--- src/rtl/i2c_flash_pkg.sv ---
// Shared constants and helpers for the I2C flash slave front end.
package i2c_flash_pkg;

    // Default 7-bit slave address the flash answers to
    localparam logic [6:0] DEVICE_ADDR_DEFAULT = 7'h18;

    // Reserved general-call address
    localparam logic [6:0] GENERAL_CALL_ADDR = 7'h00;

    // Position of the R/W bit inside the address byte
    localparam int unsigned RW_BIT = 0;

    // R/W bit encodings as seen on the bus
    typedef enum logic {
        RW_WRITE = 1'b0,
        RW_READ  = 1'b1
    } rw_dir_e;

    // True when the address byte is a general call (address 0, write direction)
    function automatic logic is_general_call(input logic [7:0] addr_byte);
        return (addr_byte[7:1] == GENERAL_CALL_ADDR) &&
               (addr_byte[RW_BIT] == RW_WRITE);
    endfunction

endpackage

--- src/rtl/device_id.sv ---
// Device-ID stage: captures the first byte after START, latches R/W and
// decodes own-address / general-call matches for the controller.
module device_id
    import i2c_flash_pkg::*;
#(
    parameter logic [6:0] DEVICE_ADDR = DEVICE_ADDR_DEFAULT,
    parameter bit         GC_ENABLE   = 1'b1
) (
    input  logic       SCL,
    input  logic       Reset,
    input  logic [7:0] ShiftRegOut,
    input  logic       LoadDeviceId,
    output logic       WR,
    output logic [6:0] AddrLatched,
    output logic       AddrMatch,
    output logic       GeneralCall,
    output logic       AddrValid
);

    logic load_prev;

    // Capture address byte and decode matches on every edge that samples a load request
    always_ff @(posedge SCL or posedge Reset) begin
        if (Reset) begin
            WR          <= 1'b0;
            AddrLatched <= '0;
            AddrMatch   <= 1'b0;
            GeneralCall <= 1'b0;
        end else if (LoadDeviceId) begin
            WR          <= ShiftRegOut[RW_BIT];
            AddrLatched <= ShiftRegOut[7:1];
            AddrMatch   <= (ShiftRegOut[7:1] == DEVICE_ADDR);
            GeneralCall <= GC_ENABLE && is_general_call(ShiftRegOut);
        end
    end

    // Load edge detector: pulse AddrValid for one cycle after a 0->1 sampled load
    always_ff @(posedge SCL or posedge Reset) begin
        if (Reset) begin
            load_prev <= 1'b0;
            AddrValid <= 1'b0;
        end else begin
            load_prev <= LoadDeviceId;
            AddrValid <= LoadDeviceId && !load_prev;
        end
    end

endmodule

--- config.mk ---
export PLATFORM = sky130hd
export DESIGN_NAME = device_id
export DESIGN_NICKNAME = d
export VERILOG_FILES = /design/src/rtl/i2c_flash_pkg.sv /design/src/rtl/device_id.sv
export SDC_FILE = /design/constraint.sdc
export NUM_CORES = 1
export LEC_CHECK = 0
export BUFFER_PORTS_ARGS = -buffer_cell sky130_fd_sc_hd__buf_2
export CORE_AREA = 8 8 45 47
export DETAILED_ROUTE_END_ITERATION = 7
export DIE_AREA = 0 0 53 55
export HOLD_SLACK_MARGIN = 0.15
export SYNTH_ARGS = -nofsm -noshare
export SYNTH_HDL_FRONTEND = slang
export SYNTH_SLANG_ARGS = --single-unit
--- constraint.sdc ---
create_clock -name SCL -period 1.2 [get_ports SCL]
set_input_delay 0.06 -clock SCL [delete_from_list [all_inputs] [get_ports SCL]]
set_output_delay 0.06 -clock SCL [all_outputs]
set_load 0.05 [all_outputs]
==> summary.txt, run 1 <==
Clocking
  – Clk Tree Root Cell: clkbuf_4
  – Worst skew pair latency: 0.28 ns
  – Clock Path Buffers: 2
  – Clock transition at the registers of the reported paths: 0.08 ns
  – H-tree levels: 1
  – CTS tree: done
  – Hold buffers post-CTS: 6
  – Sink Count: 12
  – Clock buffer count from CTS: 3

Outcome
  – Outcome: completed

Finish
  – Multi-input gate area: 141.4 um2
  – Share of cells above drive strength 1: 55.74%
  – Area grow syn2layout: 47.27%
  – ANT cells: 0
  – FF/Latch Area: 300.3 um2
  – Final instance area: 674.4 um2
  – Fillers: 140
  – Nets: 73

GRT
  – Vias in the first global route: 411
  – Largest net degree at the start of global routing: 14
  – First-pass GRT wire length: 1787 um
  – Initial antenna violation count: 0
  – Total track usage: 8.518%
  – Remaining global-route overflow: 0

Worst hold path
  – Min-Delay Startpoint: ShiftRegOut[3]
  – Hold path depth: 2
  – Worst Hold End: AddrLatched[2]
  – Hold Path Class: input port to register

STA
  – Worst slew margin: 69.69%
  – Final Setup Violations: 0
  – Setup total negative slack: 0 ns
  – Worst-Margin Slew: 0.4542 ns
  – Final period utilization: 97.42%
  – RSZ-0062 raised after global routing: no
  – Final Skew: 0.0001421 ns
  – Crit path time final: 1.169 ns
  – Slew Limit Fails: 0
  – Hold Fails Final Rpt: 0
  – Fmax: 855.4 MHz

Routing
  – Met2 WL: 450 um
  – DRT iter0 DRCs: 3
  – Via count: 359
  – Antenna-violating nets left: 0
  – Post-Route WL: 1049 um
  – Met3 wire length: 123 um
  – Vias per inst: 4.662
  – Remaining DRCs: 0
  – Detailed Routing Iterations Pass 1: 2
  – Uppermost layer routed: met4
  – Avg WL per Cell: 13.62 um
  – Metal1 wirelength: 446 um

Pwr
  – Max VDD drop: 0.0005880 V
  – Power, Total: 998.6 uW
  – Leak: 0.3283 nW
  – Pwr/cell area: 1481 nW/um2

Placement
  – PortBufs: 21
  – Detailed placement HPWL: 751 um
  – RD Place Congestion: 0.7377
  – Placed cell area: 578.1 um2

Worst setup path
  – Reg2reg start: AddrLatched[1]
  – Slowest CP cell: dlygate4sd3_1
  – Crit path kind: input port to register
  – Crit-path max cell delay: 0.53 ns
  – Setup crit end kind: register
  – R2r worst-path depth: 1
  – R2r setup slk: 0.45 ns
  – Crit start category: input port
  – Worst-path maximum fanout: 3
  – CP cell instances: dlygate4sd3_1, buf_2, or3_1, o32ai_1
  – Reg2reg end: AddrLatched[1]
  – Crit path arrival time: 1.35 ns
  – Req. time, crit path: 1.38 ns

Die
  – Starting density of the core: 33.09%
  – Die area: 2915 um2
  – Die Y: 55 um
  – Die width: 53 um
  – Core area: 1384 um2
  – Top Ports: 22
  – Row count: 14

Synthesis
  – Synth Area per Inst: 14.77 um2
  – Synth Warn #: 0
  – Synthesized area: 457.9 um2
  – Seq cells post-synth: 12
  – Synth Net Count: 42
  – Synth unique cells: 10
  – Post-synthesis cell count: 31
  – Seq/Total Area, Yosys: 65.57%

Run
  – Max cap viols: 0
-- metrics by stage --
| step | utilization [%] | hold slack [ns] | setup WS (ns) | std cells |
|---|---|---|---|---|
| global placement | 41.77 | 0.08874 | 0.1532 | 67 |
| floorplan | - | -0.07530 | 0.2118 | 31 |
| detailed placement | 41.77 | 0.08679 | 0.1056 | 67 |
| CTS | 48.73 | 0.02104 | 0.04388 | 77 |
| finish | 48.73 | 0.02399 | 0.03100 | 77 |
| global route | 48.73 | 0.02031 | 0.02086 | 77 |
-- cells by family after synthesis --
| logic type | Yosys count | share of synthesized area, % |
|---|---|---|
| simple gates | 5 | 7.379 |
| flops | 12 | 65.57 |
| buf+inv | 4 | 3.551 |
| compound gates | 2 | 3.826 |
| mux | 8 | 19.67 |
-- how the worst max path moves through the flow --
stage	from	end	cells past startpoint
2_1_floorplan	AddrLatched[0]	AddrLatched[0]	1
3_5_place_dp	ShiftRegOut[2]	GeneralCall	3
3_3_place_gp	ShiftRegOut[2]	GeneralCall	3
5_1_grt	ShiftRegOut[4]	GeneralCall	4
6_report	ShiftRegOut[4]	GeneralCall	4
4_1_cts	ShiftRegOut[4]	GeneralCall	4
-- area by class of cell --
type	count	share of cell area (%)
timing repair buffer	27	24.49
multi-input combinational	15	20.96
sequential	12	44.53
clock buffer	4	5.380
tap	16	2.968
inverter	3	1.670
-- critical path: cells and delay by family --
| kind | cells | cell delay, ns |
|---|---|---|
| buffers and inverters | 2 | 0.67 |
| AOI/OAI and AO/OA | 1 | 0.24 |
| and+or+nand+nor | 1 | 0.38 |
-- routing by layer --
| metal | up-vias | GRT usage, % |
|---|---|---|
| met5 | - | 0 |
| met4 | 0 | 6.466 |
| met3 | 3 | 4.011 |
| met2 | 18 | 13.48 |
| met1 | 172 | 8.648 |
| li1 | 166 | - |
-- flip-flops by register name (all words and copies together) (netlist names) --
register,count
load_prev,1
AddrLatched,7
WR,1
GeneralCall,1
AddrValid,1
AddrMatch,1
-- cell usage in the layout, fill, tap and decap left out --
cell type / Yosys / routed
buf_2: 1 / 21
clkbuf_4: 0 / 3
clkbuf_8: 0 / 1
dfrtp_1: 12 / 12
dlygate4sd3_1: 0 / 6
inv_1: 3 / 3
mux2_2: 8 / 8
nand2_1: 1 / 1
nand2b_1: 1 / 1
nor2b_1: 1 / 1
o32ai_1: 2 / 2
or3_1: 1 / 1
or4_4: 1 / 1
-- where the power goes --
group          internal, mW  switching [mW]  total [mW]  leakage, nW
Clock                 0.185           0.143       0.328       0.0210
Combinational        0.0722           0.151       0.223        0.161
Sequential            0.435          0.0128       0.447        0.146
-- cell usage after synthesis, drive strengths merged --
| cell type | number | area, um2 |
|---|---|---|
| dfrtp | 12 | 300.3 |
| mux2 | 8 | 90.09 |
| inv | 3 | 11.26 |
| o32ai | 2 | 17.52 |
| buf | 1 | 5.000 |
| nand2 | 1 | 3.750 |
| nand2b | 1 | 6.260 |
| nor2b | 1 | 6.260 |
| or3 | 1 | 6.260 |
| or4 | 1 | 11.26 |
-- what timing repair did --
item,CTS,global route
endpoints found under the hold margin,23,6
gates resized for setup,0,0
setup buffers,0,0
Power figures use the tool's default switching activity.
==> run 2, diff against run 1 <==
--- a/config.mk
+++ b/config.mk
@@ -6,10 +6,13 @@
 export NUM_CORES = 1
 export LEC_CHECK = 0
 export BUFFER_PORTS_ARGS = -buffer_cell sky130_fd_sc_hd__buf_2
-export CORE_AREA = 8 8 45 47
+export CELL_PAD_IN_SITES_DETAIL_PLACEMENT = 1
+export CELL_PAD_IN_SITES_GLOBAL_PLACEMENT = 2
+export CORE_MARGIN = 8
+export CORE_UTILIZATION = 28
 export DETAILED_ROUTE_END_ITERATION = 7
-export DIE_AREA = 0 0 53 55
 export HOLD_SLACK_MARGIN = 0.15
+export PLACE_DENSITY_LB_ADDON = 0.1
 export SYNTH_ARGS = -nofsm -noshare
 export SYNTH_HDL_FRONTEND = slang
 export SYNTH_SLANG_ARGS = --single-unit
==> summary.txt, run 2 (synthesis results as in run 1) <==
GRT
  – First-pass GRT wire length: 1890 um
  – Remaining global-route overflow: 0
  – Vias in the first global route: 410
  – Initial antenna violation count: 0
  – Largest net degree at the start of global routing: 14
  – Total track usage: 7.661%

Worst setup path
  – Setup crit end kind: register
  – R2r worst-path depth: 1
  – R2r setup slk: 0.44 ns
  – Req. time, crit path: 1.38 ns
  – Crit path arrival time: 1.31 ns
  – Reg2reg start: AddrLatched[2]
  – Worst-path maximum fanout: 3
  – Crit path kind: input port to register
  – Crit start category: input port
  – Reg2reg end: AddrLatched[2]

Die
  – Die area: 3185 um2
  – Core area: 1524 um2
  – Top Ports: 22
  – Starting density of the core: 30.05%
  – Die Y: 56.44 um
  – Row count: 14
  – Die width: 56.44 um

STA
  – Crit path time final: 1.129 ns
  – Final Skew: 0.0001507 ns
  – Slew Limit Fails: 0
  – Worst-Margin Slew: 0.4554 ns
  – Fmax: 885.7 MHz
  – Worst slew margin: 69.61%
  – RSZ-0062 raised after global routing: no
  – Final Setup Violations: 0
  – Setup total negative slack: 0 ns
  – Post-route setup slack: 0.07092 ns
  – Hold Fails Final Rpt: 0
  – Final period utilization: 94.09%
  – Hold slack: 0.04399 ns

Pwr
  – Max VDD drop: 0.0005331 V
  – Power, Total: 912.9 uW
  – Leak: 0.3226 nW
  – Pwr/cell area: 1361 nW/um2

Finish
  – Top reg by flops: AddrLatched
  – Final Core Density: 44.01%
  – Final instance area: 670.6 um2
  – Commonest cells after routing, fill and taps aside: buf_2, dfrtp_1, mux2_2
  – Number of flip-flops in the largest register: 7
  – Non-Filler Instances: 76
  – Most common cell after layout, fill and taps aside: buf_2
  – ANT cells: 0
  – Share of cells above drive strength 1: 56.67%
  – Nets: 73
  – Area grow syn2layout: 46.45%

Placement
  – PortBufs: 21
  – Placed cell area: 578.1 um2
  – Placed cells: 67
  – DP Worst Slack: 0.1054 ns
  – RD Place Congestion: 0.6718
  – Detailed placement HPWL: 924.2 um

Clocking
  – CTS tree: done
  – Setup bufs post-CTS: 0
  – Worst skew pair latency: 0.26 ns
  – Sink Count: 12
  – Clock transition at the registers of the reported paths: 0.07 ns
  – H-tree levels: 1
  – Clock Path Buffers: 2
  – Hold buffers post-CTS: 6
  – Clock buffer count from CTS: 3
  – Clk Tree Root Cell: clkbuf_4

Worst hold path
  – Hold Path Class: input port to register
  – Worst Hold End: AddrLatched[1]
  – Hold path depth: 2
  – Min-Delay Startpoint: ShiftRegOut[2]

Routing
  – Antenna-violating nets left: 0
  – Remaining DRCs: 0
  – Post-Route WL: 1187 um
  – Via count: 360
  – DRT iter0 DRCs: 1
  – Detailed Routing Iterations Pass 1: 3
  – Vias per inst: 4.737
  – Avg WL per Cell: 15.62 um

Run
  – Max cap viols: 0

Outcome
  – Outcome: completed
run 2: changes by cell type in the layout (fill, tap and decap cells not counted):
cell and change:
o32ai_2 +1, o32ai_1 -1, buf_2 -1, clkbuf_8 -1
clkbuf_4 +1
run 2: area by class of cell:
type | count | area, um2
Inverter | 3 | 11.26
Clock buffer | 3 | 22.52
Fill cell | 173 | 853.3
Tap cell | 16 | 20.02
Sequential cell | 12 | 300.3
Timing Repair Buffer | 27 | 167.7
Multi-Input combinational cell | 15 | 148.9
run 2: worst max-delay path by stage:
stage | from | endpoint | slack [ns] | cells past startpoint
4_1_cts | ShiftRegOut[4] | GeneralCall | 0.06 | 4
5_1_grt | ShiftRegOut[4] | GeneralCall | 0.02 | 4
3_5_place_dp | ShiftRegOut[2] | AddrMatch | 0.11 | 3
2_1_floorplan | AddrLatched[0] | AddrLatched[0] | 0.21 | 1
6_report | ShiftRegOut[4] | GeneralCall | 0.07 | 4
3_3_place_gp | ShiftRegOut[2] | AddrMatch | 0.16 | 3
run 2: per-layer routing:
| metal | wire [um] | up-vias | global-route usage, % |
|---|---|---|---|
| met1 | 417 | 184 | 7.602 |
| met5 | 0 | - | 0 |
| met3 | 77 | 2 | 3.146 |
| li1 | - | 167 | - |
| met2 | 685 | 7 | 13.17 |
| met4 | 6 | 0 | 4.124 |
run 2: report_power, final:
part | switching (mW) | total [mW] | internal [mW]
logic | 0.155 | 0.229 | 0.0734
registers | 0.0128 | 0.448 | 0.435
clock network | 0.121 | 0.237 | 0.116
run 2: critical path, stage by stage:
cell,delay (ns)
dlygate4sd3_1,0.53
buf_2,0.13
or3_1,0.39
o32ai_2,0.19
run 2: repair_timing:
item	in CTS	in global routing
hold endpoints to repair	23	6
endpoints found under the setup margin	0	1
gates resized for setup	0	2
==> run 3, diff against run 2 <==
--- a/config.mk
+++ b/config.mk
@@ -5,10 +5,10 @@
 export SDC_FILE = /design/constraint.sdc
 export NUM_CORES = 1
 export LEC_CHECK = 0
-export BUFFER_PORTS_ARGS = -buffer_cell sky130_fd_sc_hd__buf_2
+export BUFFER_PORTS_ARGS = -buffer_cell sky130_fd_sc_hd__buf_4
 export CELL_PAD_IN_SITES_DETAIL_PLACEMENT = 1
 export CELL_PAD_IN_SITES_GLOBAL_PLACEMENT = 2
-export CORE_MARGIN = 8
+export CORE_MARGIN = 4
 export CORE_UTILIZATION = 28
 export DETAILED_ROUTE_END_ITERATION = 7
 export HOLD_SLACK_MARGIN = 0.15
==> summary.txt, run 3 (synthesis results as in run 1) <==
STA
  – Final Setup Violations: 0
  – Setup total negative slack: 0 ns
  – Final Skew: 0.0001327 ns
  – Post-route setup slack: 0.03913 ns
  – Slew Limit Fails: 0
  – Worst slew margin: 69.84%
  – Hold Fails Final Rpt: 0
  – Fmax: 861.4 MHz
  – Hold slack: 0.04116 ns
  – Crit path time final: 1.161 ns
  – Worst-Margin Slew: 0.4519 ns
  – RSZ-0062 raised after global routing: no
  – Final period utilization: 96.74%

Die
  – Core area: 1524 um2
  – Row count: 14
  – Die area: 2346 um2
  – Top Ports: 22
  – Die width: 48.44 um
  – Starting density of the core: 30.05%
  – Die Y: 48.44 um

Pwr
  – Max VDD drop: 0.0005910 V
  – Leak: 0.3368 nW
  – Power, Total: 939.2 uW
  – Pwr/cell area: 1317 nW/um2

Finish
  – Nets: 73
  – Final Core Density: 46.80%
  – Area grow syn2layout: 55.74%
  – Fillers: 162
  – Share of cells above drive strength 1: 55.00%
  – Most common cell after layout, fill and taps aside: buf_4
  – Commonest cells after routing, fill and taps aside: buf_4, dfrtp_1, mux2_2
  – Top reg by flops: AddrLatched
  – ANT cells: 0
  – Number of flip-flops in the largest register: 7

Clocking
  – Clock transition at the registers of the reported paths: 0.07 ns
  – Worst skew pair latency: 0.26 ns
  – Hold buffers post-CTS: 6
  – Sink Count: 12
  – Clk Tree Root Cell: clkbuf_4
  – Resized cells post-CTS: 0
  – H-tree levels: 1
  – Clock Path Buffers: 2
  – Clock buffer count from CTS: 3
  – CTS tree: done
  – Setup bufs post-CTS: 0

Routing
  – DRT iter0 DRCs: 5
  – Post-Route WL: 1114 um
  – Detailed Routing Iterations Pass 1: 2
  – Antenna-violating nets left: 0
  – Remaining DRCs: 0
  – Via count: 358
  – Vias per inst: 4.711
  – Avg WL per Cell: 14.66 um

Worst setup path
  – Worst-path maximum fanout: 3
  – Setup crit end kind: register
  – Crit path arrival time: 1.33 ns
  – Crit path kind: input port to register
  – Crit start category: input port
  – Req. time, crit path: 1.37 ns

GRT
  – Vias in the first global route: 403
  – Total track usage: 10.14%
  – Initial antenna violation count: 0
  – Largest net degree at the start of global routing: 14
  – First-pass GRT wire length: 1814 um
  – Remaining global-route overflow: 0

Placement
  – DP Worst Slack: 0.07986 ns
  – PortBufs: 21
  – Detailed placement HPWL: 838.8 um
  – RD Place Congestion: 0.7041

Run
  – Max cap viols: 0

Worst hold path
  – Hold Path Class: input port to register

Outcome
  – Outcome: completed
==> run 3: cell count changes in the layout (fill, tap and decap cells not counted) <==
cell	delta
o32ai_1	+1
o32ai_2	-1
clkbuf_4	-1
buf_2	-20
buf_4	+21
==> run 3: final timing paths <==
check	from	end	slack [ns]	cells past startpoint
min in group asynchronous	Reset	AddrMatch	0.35	3
min	ShiftRegOut[6]	AddrLatched[5]	0.04	2
min reg2reg	load_prev	AddrValid	0.39	1
max reg2reg	AddrLatched[2]	AddrLatched[2]	0.43	1
max	ShiftRegOut[4]	GeneralCall	0.04	4
max in group asynchronous	Reset	AddrLatched[4]	0.53	3
==> run 3: critical path, cell delays in order <==
cell,delay [ns]
dlygate4sd3_1,0.54
buf_4,0.14
or3_1,0.37
o32ai_1,0.22
==> run 3: layout make-up <==
cell class / count / area, um2 / area share, %
clock buffer: 3 / 22.52 / 3.158
inverter: 3 / 11.26 / 1.579
multi-input combinational: 15 / 141.4 / 19.82
sequential: 12 / 300.3 / 42.11
tap: 16 / 20.02 / 2.807
timing repair buffer: 27 / 217.7 / 30.53
==> run 3: per-layer routing <==
metal | share of wire, % | vias up | track usage (%)
li1 | - | 167 | -
met1 | 42 | 181 | 11.50
met4 | 0.90 | 0 | 5.530
met5 | 0 | - | 0
met3 | 5.2 | 2 | 3.681
met2 | 52 | 8 | 16.30
==> run 3: where the power goes <==
group	switching (mW)	internal, mW
registers	0.0150	0.435
logic	0.154	0.0988
clock network	0.121	0.116
total	0.290	0.649
==> run 3: per-stage QoR <==
| stage | instance area, um2 | instances |
|---|---|---|
| 2_1_floorplan | 457.9 | 31 |
| 3_3_place_gp | 630.6 | 67 |
| 3_5_place_dp | 630.6 | 67 |
| 4_1_cts | 713.2 | 76 |
| 5_1_grt | 713.2 | 76 |
| 6_report | 713.2 | 76 |
